===== config.mk =====
export PLATFORM = sky130hd
export DESIGN_NAME = instr_fetch
export DESIGN_NICKNAME = d
export VERILOG_FILES = /design/src/rtl/instr_fetch.sv
export SDC_FILE = /design/constraint.sdc
export NUM_CORES = 1
export LEC_CHECK = 0
export ABC_AREA = 1
export CAP_MARGIN = 20
export CORE_MARGIN = 1
export CORE_UTILIZATION = 45
export DETAILED_ROUTE_END_ITERATION = 7
export GPL_ROUTABILITY_DRIVEN = 0
export GPL_TIMING_DRIVEN = 1
export PLACE_DENSITY = 0.72
export SKIP_CTS_REPAIR_TIMING = 1
export SYNTH_ARGS = -nofsm -noshare
export SYNTH_HDL_FRONTEND = slang
export SYNTH_SLANG_ARGS = --single-unit
export TNS_END_PERCENT = 5

===== constraint.sdc =====
create_clock -name clk -period 2.5 [get_ports clk]
set_input_delay 0.75 -clock clk [delete_from_list [all_inputs] [get_ports clk]]
set_output_delay 0.75 -clock clk [all_outputs]
set_load 0.02 [all_outputs]

===== src/rtl/instr_fetch.sv =====
// instr_fetch: RV32I fetch stage - imem req/ack master feeding a PC-tagged instruction FIFO, with redirect flush.
// Optional feature macro IFETCH_MISALIGN_CHK_EN: misaligned redirects set misalign_err and halt fetching.
module instr_fetch #(
    parameter int unsigned       ADDR_W     = 12,
    parameter logic [ADDR_W-1:0] RESET_PC   = '0,
    parameter int unsigned       FIFO_DEPTH = 2
) (
    input  logic              clk,
    input  logic              rst_n,
    input  logic              redirect_valid,
    input  logic [ADDR_W-1:0] redirect_addr,
    output logic              imem_req,
    output logic [ADDR_W-1:0] imem_addr,
    input  logic              imem_ack,
    input  logic [31:0]       imem_rdata,
    output logic              instr_valid,
    input  logic              instr_ready,
    output logic [31:0]       instr_data,
    output logic [ADDR_W-1:0] instr_pc,
    output logic              misalign_err
);
    localparam int unsigned PTR_W = (FIFO_DEPTH > 1) ? $clog2(FIFO_DEPTH) : 1;
    localparam int unsigned CNT_W = $clog2(FIFO_DEPTH + 1);

    typedef struct packed {
        logic [31:0]       data;
        logic [ADDR_W-1:0] pc;
    } entry_t;

    typedef enum logic [1:0] {
        ST_STALL = 2'd0,
        ST_REQ   = 2'd1,
        ST_DROP  = 2'd2
`ifdef IFETCH_MISALIGN_CHK_EN
        ,
        ST_HALT  = 2'd3
`endif
    } state_t;

`ifdef IFETCH_MISALIGN_CHK_EN
    localparam state_t ST_MIS = ST_HALT;
`else
    localparam state_t ST_MIS = ST_STALL;
`endif

    state_t            r_state, w_state_nxt;
    logic [ADDR_W-1:0] r_fetch_pc, w_fetch_pc_nxt;
    logic [ADDR_W-1:0] r_pending, w_pending_nxt;
    logic [ADDR_W-1:0] r_imem_addr, w_imem_addr_nxt;
    logic              r_imem_req, w_imem_req_nxt;
    logic              r_halt_pend, w_halt_pend_nxt;
    entry_t            r_fifo [FIFO_DEPTH];
    logic [PTR_W-1:0]  r_wr_ptr, r_rd_ptr;
    logic [CNT_W-1:0]  r_count, w_count_nxt;
    logic              r_instr_valid;
    logic              w_push, w_pop, w_misalign;
    logic [ADDR_W-1:0] w_target;

`ifdef IFETCH_MISALIGN_CHK_EN
    logic r_misalign_err, w_misalign_err_nxt;
    assign w_target   = redirect_addr;
    assign w_misalign = redirect_valid && (redirect_addr[1:0] != 2'b00);
`else
    logic w_unused_addr_lo;
    assign w_target         = {redirect_addr[ADDR_W-1:2], 2'b00};
    assign w_misalign       = 1'b0;
    assign w_unused_addr_lo = ^redirect_addr[1:0];
`endif

    function automatic logic [PTR_W-1:0] ptr_inc(input logic [PTR_W-1:0] p);
        return (p == PTR_W'(FIFO_DEPTH - 1)) ? '0 : p + PTR_W'(1);
    endfunction

    // Next-state, fetch PC and FIFO occupancy; redirect takes priority over everything.
    always_comb begin
        w_state_nxt     = r_state;
        w_fetch_pc_nxt  = r_fetch_pc;
        w_pending_nxt   = r_pending;
        w_halt_pend_nxt = r_halt_pend;
        w_push          = 1'b0;
        w_pop           = r_instr_valid && instr_ready && !redirect_valid;
`ifdef IFETCH_MISALIGN_CHK_EN
        w_misalign_err_nxt = redirect_valid ? w_misalign : r_misalign_err;
`endif
        unique case (r_state)
            ST_REQ: begin
                if (redirect_valid) begin
                    if (imem_ack) begin
                        if (w_misalign) w_state_nxt = ST_MIS;
                        else            w_fetch_pc_nxt = w_target;
                    end else begin
                        w_state_nxt     = ST_DROP;
                        w_halt_pend_nxt = w_misalign;
                        if (!w_misalign) w_pending_nxt = w_target;
                    end
                end else if (imem_ack) begin
                    w_push         = 1'b1;
                    w_fetch_pc_nxt = r_fetch_pc + ADDR_W'(4);
                end
            end
            ST_STALL: begin
                if (redirect_valid) begin
                    if (w_misalign) begin
                        w_state_nxt = ST_MIS;
                    end else begin
                        w_state_nxt    = ST_REQ;
                        w_fetch_pc_nxt = w_target;
                    end
                end
            end
            ST_DROP: begin
                if (imem_ack) begin
                    w_halt_pend_nxt = 1'b0;
                    if (redirect_valid ? w_misalign : r_halt_pend) begin
                        w_state_nxt = ST_MIS;
                    end else begin
                        w_state_nxt    = ST_REQ;
                        w_fetch_pc_nxt = redirect_valid ? w_target : r_pending;
                    end
                end else if (redirect_valid) begin
                    w_halt_pend_nxt = w_misalign;
                    if (!w_misalign) w_pending_nxt = w_target;
                end
            end
`ifdef IFETCH_MISALIGN_CHK_EN
            ST_HALT: begin
                if (redirect_valid && !w_misalign) begin
                    w_state_nxt    = ST_REQ;
                    w_fetch_pc_nxt = w_target;
                end
            end
`endif
            default: w_state_nxt = ST_STALL;
        endcase

        w_count_nxt = redirect_valid ? '0 : r_count + CNT_W'(w_push) - CNT_W'(w_pop);
        // Issue only while the FIFO can take the returning word.
        if (w_state_nxt == ST_REQ && w_count_nxt >= CNT_W'(FIFO_DEPTH))
            w_state_nxt = ST_STALL;
        else if (w_state_nxt == ST_STALL && w_count_nxt < CNT_W'(FIFO_DEPTH))
            w_state_nxt = ST_REQ;

        w_imem_req_nxt  = (w_state_nxt == ST_REQ) || (w_state_nxt == ST_DROP);
        w_imem_addr_nxt = (w_state_nxt == ST_DROP) ? r_imem_addr : w_fetch_pc_nxt;
    end

    always_ff @(posedge clk or negedge rst_n) begin
        if (!rst_n) begin
            r_state     <= ST_STALL;
            r_fetch_pc  <= RESET_PC;
            r_pending   <= RESET_PC;
            r_halt_pend <= 1'b0;
            r_imem_req  <= 1'b0;
            r_imem_addr <= RESET_PC;
        end else begin
            r_state     <= w_state_nxt;
            r_fetch_pc  <= w_fetch_pc_nxt;
            r_pending   <= w_pending_nxt;
            r_halt_pend <= w_halt_pend_nxt;
            r_imem_req  <= w_imem_req_nxt;
            r_imem_addr <= w_imem_addr_nxt;
        end
    end

    // Instruction buffer: redirect resets pointers, which also drops any same-cycle pop.
    always_ff @(posedge clk or negedge rst_n) begin
        if (!rst_n) begin
            for (int i = 0; i < int'(FIFO_DEPTH); i++) r_fifo[i] <= '0;
            r_wr_ptr      <= '0;
            r_rd_ptr      <= '0;
            r_count       <= '0;
            r_instr_valid <= 1'b0;
        end else begin
            r_count       <= w_count_nxt;
            r_instr_valid <= (w_count_nxt != '0);
            if (redirect_valid) begin
                r_wr_ptr <= '0;
                r_rd_ptr <= '0;
            end else begin
                if (w_push) begin
                    r_fifo[r_wr_ptr] <= entry_t'{data: imem_rdata, pc: r_fetch_pc};
                    r_wr_ptr         <= ptr_inc(r_wr_ptr);
                end
                if (w_pop) r_rd_ptr <= ptr_inc(r_rd_ptr);
            end
        end
    end

`ifdef IFETCH_MISALIGN_CHK_EN
    always_ff @(posedge clk or negedge rst_n) begin
        if (!rst_n) r_misalign_err <= 1'b0;
        else        r_misalign_err <= w_misalign_err_nxt;
    end
    assign misalign_err = r_misalign_err;
`else
    assign misalign_err = 1'b0;
`endif

    assign imem_req    = r_imem_req;
    assign imem_addr   = r_imem_addr;
    assign instr_valid = r_instr_valid;
    assign instr_data  = r_fifo[r_rd_ptr].data;
    assign instr_pc    = r_fifo[r_rd_ptr].pc;

endmodule


# Word level (Yosys, flattened, before mapping)
# Cells that the tools add are included.
# word_totals
reg_bits	133
# classes
n_lt_le_gt_ge	5
reduce_logical	16
n_addsub	5
n_eq_ne	8
n_mux	41
bitwise	3
# ops
operator	count
$mux W44	4
$mux W12	10
$bwmux W88	1
$demux W44 S1	1
$pmux W12 S3	1
$pmux W12 S2	1
$mux W1	14
$mux W2	7
$add A12 B3 Y12 const B	1
$reduce_bool A2 Y1	4
$eq A2 B1 Y1 const B	3
$ge A2 B2 Y1 const B	3
$ne A2 B2 Y1 const B	3
$pmux W2 S3	1
$logic_and A1 B1 Y1	5
$eq A2 B2 Y1 const B	2
$logic_not A2 Y1	2
$not A1 Y2	2
$reduce_and A4 Y1	1
$reduce_and A3 Y1	1
$add A1 B1 Y1 const B	2
$add A2 B1 Y2	1
$lt A2 B1 Y1 const B	1
$lt A2 B2 Y1 const B	1
6 further kinds	6

# Longest topological paths before layout
# logic_depth
depth_word	12
mapped_depth	13

# Least setup slack after synthesis
# Ideal clock, no wire load.
# synth_timing
path_type	input to register
from	input redirect_valid
to	register r_state[0]
t_arrival_ns	1.924
path_slack_ns	0.463
n_path_buf	1
setup_time_ns	0.113
path_stages	11
cell_sequence	clkbuf_1 -> nor2_1 -> ha_1 -> inv_1 -> ha_1 -> nand2_1 -> nand2_1 -> nor2_1 -> inv_1 -> nand2_1 -> inv_1
# synth_between
elab_chain_cells	9
elab_cells_between_ends	21
# synth_lines
element	line_no	source
start, declared	10	input logic redirect_valid,
$mux W1	87	if (redirect_valid) begin
$mux W1	85	unique case (r_state)
$add A2 B1 Y2	136	w_count_nxt = redirect_valid ? '0 : r_count + CNT_W'(w_push) - CNT_W'(w_pop);
$sub A2 B1 Y2	136	
$mux W2 *	136	
named net w_count_nxt[1]	54	logic [CNT_W-1:0] r_count, w_count_nxt;
$lt A2 B2 Y1	140	else if (w_state_nxt == ST_STALL && w_count_nxt < CNT_W'(FIFO_DEPTH))
$logic_and A1 B1 Y1	140	
$mux W2	140	
$mux W2 *	138	if (w_state_nxt == ST_REQ && w_count_nxt >= CNT_W'(FIFO_DEPTH))
named net w_state_nxt[0]	46	state_t r_state, w_state_nxt;
end signal, assigned	156	r_state <= w_state_nxt;
end, declared	46	
# The timed path passes the listed nets; every way through them passes the cells marked *.
# A chain may end at the register's enable or synchronous reset.

# Final worst setup path
# layout_timing
from	register r_rd_ptr
to	output instr_data[24]
# layout_between
elab_chain_cells	4
# layout_lines
element	line_no	source
start, declared	53	logic [PTR_W-1:0] r_wr_ptr, r_rd_ptr;
start signal, assigned	184	if (w_pop) r_rd_ptr <= ptr_inc(r_rd_ptr);
$not A1 Y2 (implied by the code)	202	assign instr_data = r_fifo[r_rd_ptr].data;
$mux W44 (3 in series)	-	
end, declared	18	output logic [31:0] instr_data,
# Every way passes these cells. The select of a mux whose other input is x is not followed.

==> impl_metrics.ini <==
[run_status]
outcome = finished, violations left
violations = setup timing

[setup_path]
cp.arrival_ns = 1.88
crit_buf_inv = 3
timing.rr.end = r_pending[5]
path_cells = inv_2 -> buf_4 -> nand2_1 -> nand2_1 -> clkdlybuf4s50_1
critPathMaxFanout = 17
cp_slowest_stage_delay_ns = 0.60
reg2regPathDepth = 5
critPathRequiredTime_ns = 1.75
crit_path_frequent_cell = nand2_1
cp_top_family = buffers and inverters
critical_path_class = reg2out
r2r-start = r_state[0]
cp-start-kind = register
cp_slowest_cell = clkdlybuf4s50_1
regToRegSetupSlack_ns = 0.61
critPathCaptureType = output pin

[floorplanning]
fp.coreArea_sq_um = 13500
initial_core_util_pct = 46.8
die-area_sq_um = 14500
die_w_um = 120
io_pins = 108
die_h_um = 120
row_count = 42

[detailed_routing]
first_iter_violations = 470
wl_met1_um = 7220
viasPerCell = 4.97
vias = 5542
ant_nets = 0
highest-signal-layer = met4
wl_per_cell_um = 13.6
wl_um = 15200
dr_wl_met3_um = 815
drc = 0
firstDrtPassIters = 5
wl_met2_um = 6860

[logic_synthesis]
yosysTopAreaCellShare_pct = 52.9
avgSynthCellArea_sq_um = 7.76
mappedNetlistArea_sq_um = 6300
ys_ff_latch = 133
synth_async_sr_flop_share_pct = 100
ys.flop_type = dfrtp_1
yosys_warnings = 0
synth_area_leaders = dfrtp_1 (53%), nand2_1 (20%), o21ai_0 (7.9%)
synth_cell_types = 33
synth_nets = 863
yosysSeqAreaShare_pct = 52.9
synth_cells = 811
yosysTopAreaCell = dfrtp_1
synth-edff-count = 0

[finish]
nets = 980
area_growth_pct = 32.2
num_antenna_cells = 0
stdcell_area_sq_um = 8330
stdcell_count = 1116
final_layout_size_suffix_gt1_share_pct = 8.62

[worst_hold_path]
min-delay-path-class = in2async

[timing]
timing.final.crit_share_pct = 105
period_minus_slack_ns = 2.63
max_freq_mhz = 381
hold_viol = 0
tns_ns = -0.326
setup_viol = 3
fin_ws_ns = -0.125
finClkSkew_ns = 0.00802
drv_slew = 0
rsz0062_at_grt = yes

[power]
leakage_uw = 0.00471
powerDensity_nw_per_um2 = 1190
power_uw = 9880
ir_drop_mv = 0.655

[global_routing]
first_global_vias = 5326
grt_max_degree = 90
grt_pass1_wl_um = 25500
grt_remaining_overflow = 0
grt_antenna_before_repair = 0
grt_usage_pct = 22.5

[placed_design]
place_area_sq_um = 7670
dp_cells = 1085
hpwl_um = 10200
io_buffers = 104

[clock_network]
numCtsBuffers = 17
clock_sinks = 133
cts.clk_slew.worst_paths_ns = 0.06
clock_latency_ns = 0.42
tritoncts = done
htreeDepth = 4
cts.path.max_buffers = 2
root_buffer = clkbuf_16

[run]
drv_cap = 0
==> Yosys cell counts, types with 2 or more instances <==
| cell | instances |
|---|---|
| buf_4 | 4 |
| inv_1 | 75 |
| buf_2 | 9 |
| nor3_1 | 2 |
| buf_6 | 3 |
| nor2_1 | 31 |
| a21oi_1 | 22 |
| clkbuf_1 | 20 |
| ha_1 | 3 |
| mux2_2 | 4 |
| nand2_1 | 339 |
| o21ai_1 | 5 |
| nand3_1 | 25 |
| nor2_4 | 3 |
| o21ai_0 | 99 |
| inv_2 | 3 |
| o22ai_1 | 8 |
| dfrtp_1 | 133 |
| nand4_1 | 3 |
| o211ai_1 | 3 |
| o21ai_2 | 5 |
==> layer usage <==
layer / vias to the layer above / GRT usage, %
li1: 2776 / -
met1: 2581 / 30.9
met2: 161 / 34.9
met3: 24 / 4.43
met4: 0 / 9.34
met5: - / 0
==> logic make-up (layout without fill, tap and decap cells) <==
kind of cell,after synthesis,count (layout),share of synthesized area [%]
compound gates,145,145,12.2
xor+xnor,1,1,0.139
fa+ha+maj,3,3,0.596
buf+inv,117,246,7.79
flops,133,133,52.9
mux,4,4,0.715
other cells,1,1,0.0596
simple gates,407,407,25.6
==> metrics by stage <==
| step | hold WS (ns) | utilization [%] | setup WS [ns] |
|---|---|---|---|
| after global routing | 0.283 | 61.9 | -0.215 |
| after CTS | 0.266 | 61.1 | -0.184 |
| after floorplan | 0.453 | - | 0.463 |
| after global placement | 0.466 | 57.0 | -0.0633 |
| final | 0.258 | 61.9 | -0.125 |
| after detailed placement | 0.465 | 57.0 | -0.0540 |
==> registers in the layout, summed over array words and instances (netlist names) <==
register,cells
instr_valid,1
imem_req,1
r_count,2
r_rd_ptr,1
imem_addr,12
r_pending,12
r_fetch_pc,12
r_state,2
r_fifo,88
r_halt_pend,1
r_wr_ptr,1
==> worst max path at each step <==
stage / from / endpoint / slack (ns) / cells past startpoint
floorplan: redirect_valid / r_state[0] / 0.46 / 11
global placement: imem_ack / r_state[0] / -0.06 / 13
detailed placement: imem_ack / r_state[0] / -0.05 / 13
CTS: r_rd_ptr / instr_pc[0] / -0.18 / 4
global route: r_rd_ptr / instr_data[24] / -0.21 / 5
finish: r_rd_ptr / instr_data[24] / -0.13 / 5
==> layout make-up <==
cell class              count  area (sq um)
multi-input cells         561          2480
well taps                 176           220
clock inverters             9          80.1
clock buffers              22           464
repair buffers            136          1460
inverters                  79           298
fillers                  1215          5130
flip-flops and latches    133          3330
==> cell usage in the layout, fill, tap and decap left out, drive strengths merged <==
cell type        n
nand2          340
dfrtp          133
o21ai          109
inv             78
clkdlybuf4s50   62
dlymetal6s2s    41
nor2            34
buf             33
nand3           26
a21oi           22
clkbuf          22
o22ai            8
clkinv           8
mux2             4
nand4            3
o211ai           3
ha               3
nor3             2
xnor2            1
a21boi           1
a22oi            1
o31ai            1
and2             1
or2              1
conb             1
clkinvlp         1
bufinv           1
==> worst reg2reg max path, cell delays in order (launching register included) <==
cell and delay, ns:
dfrtp_1 0.61, nand2_1 0.28, nand2_1 0.17, nand2_2 0.09, nor2_4 0.24, mux2_2 0.38
==> report_power, final <==
group / internal, uW / total, uW / switching, uW
sequential: 3060 / 3620 / 555
combinational: 1660 / 3980 / 2320
clock: 1410 / 2290 / 880
Note: power is estimated with default switching activity, not from simulation.
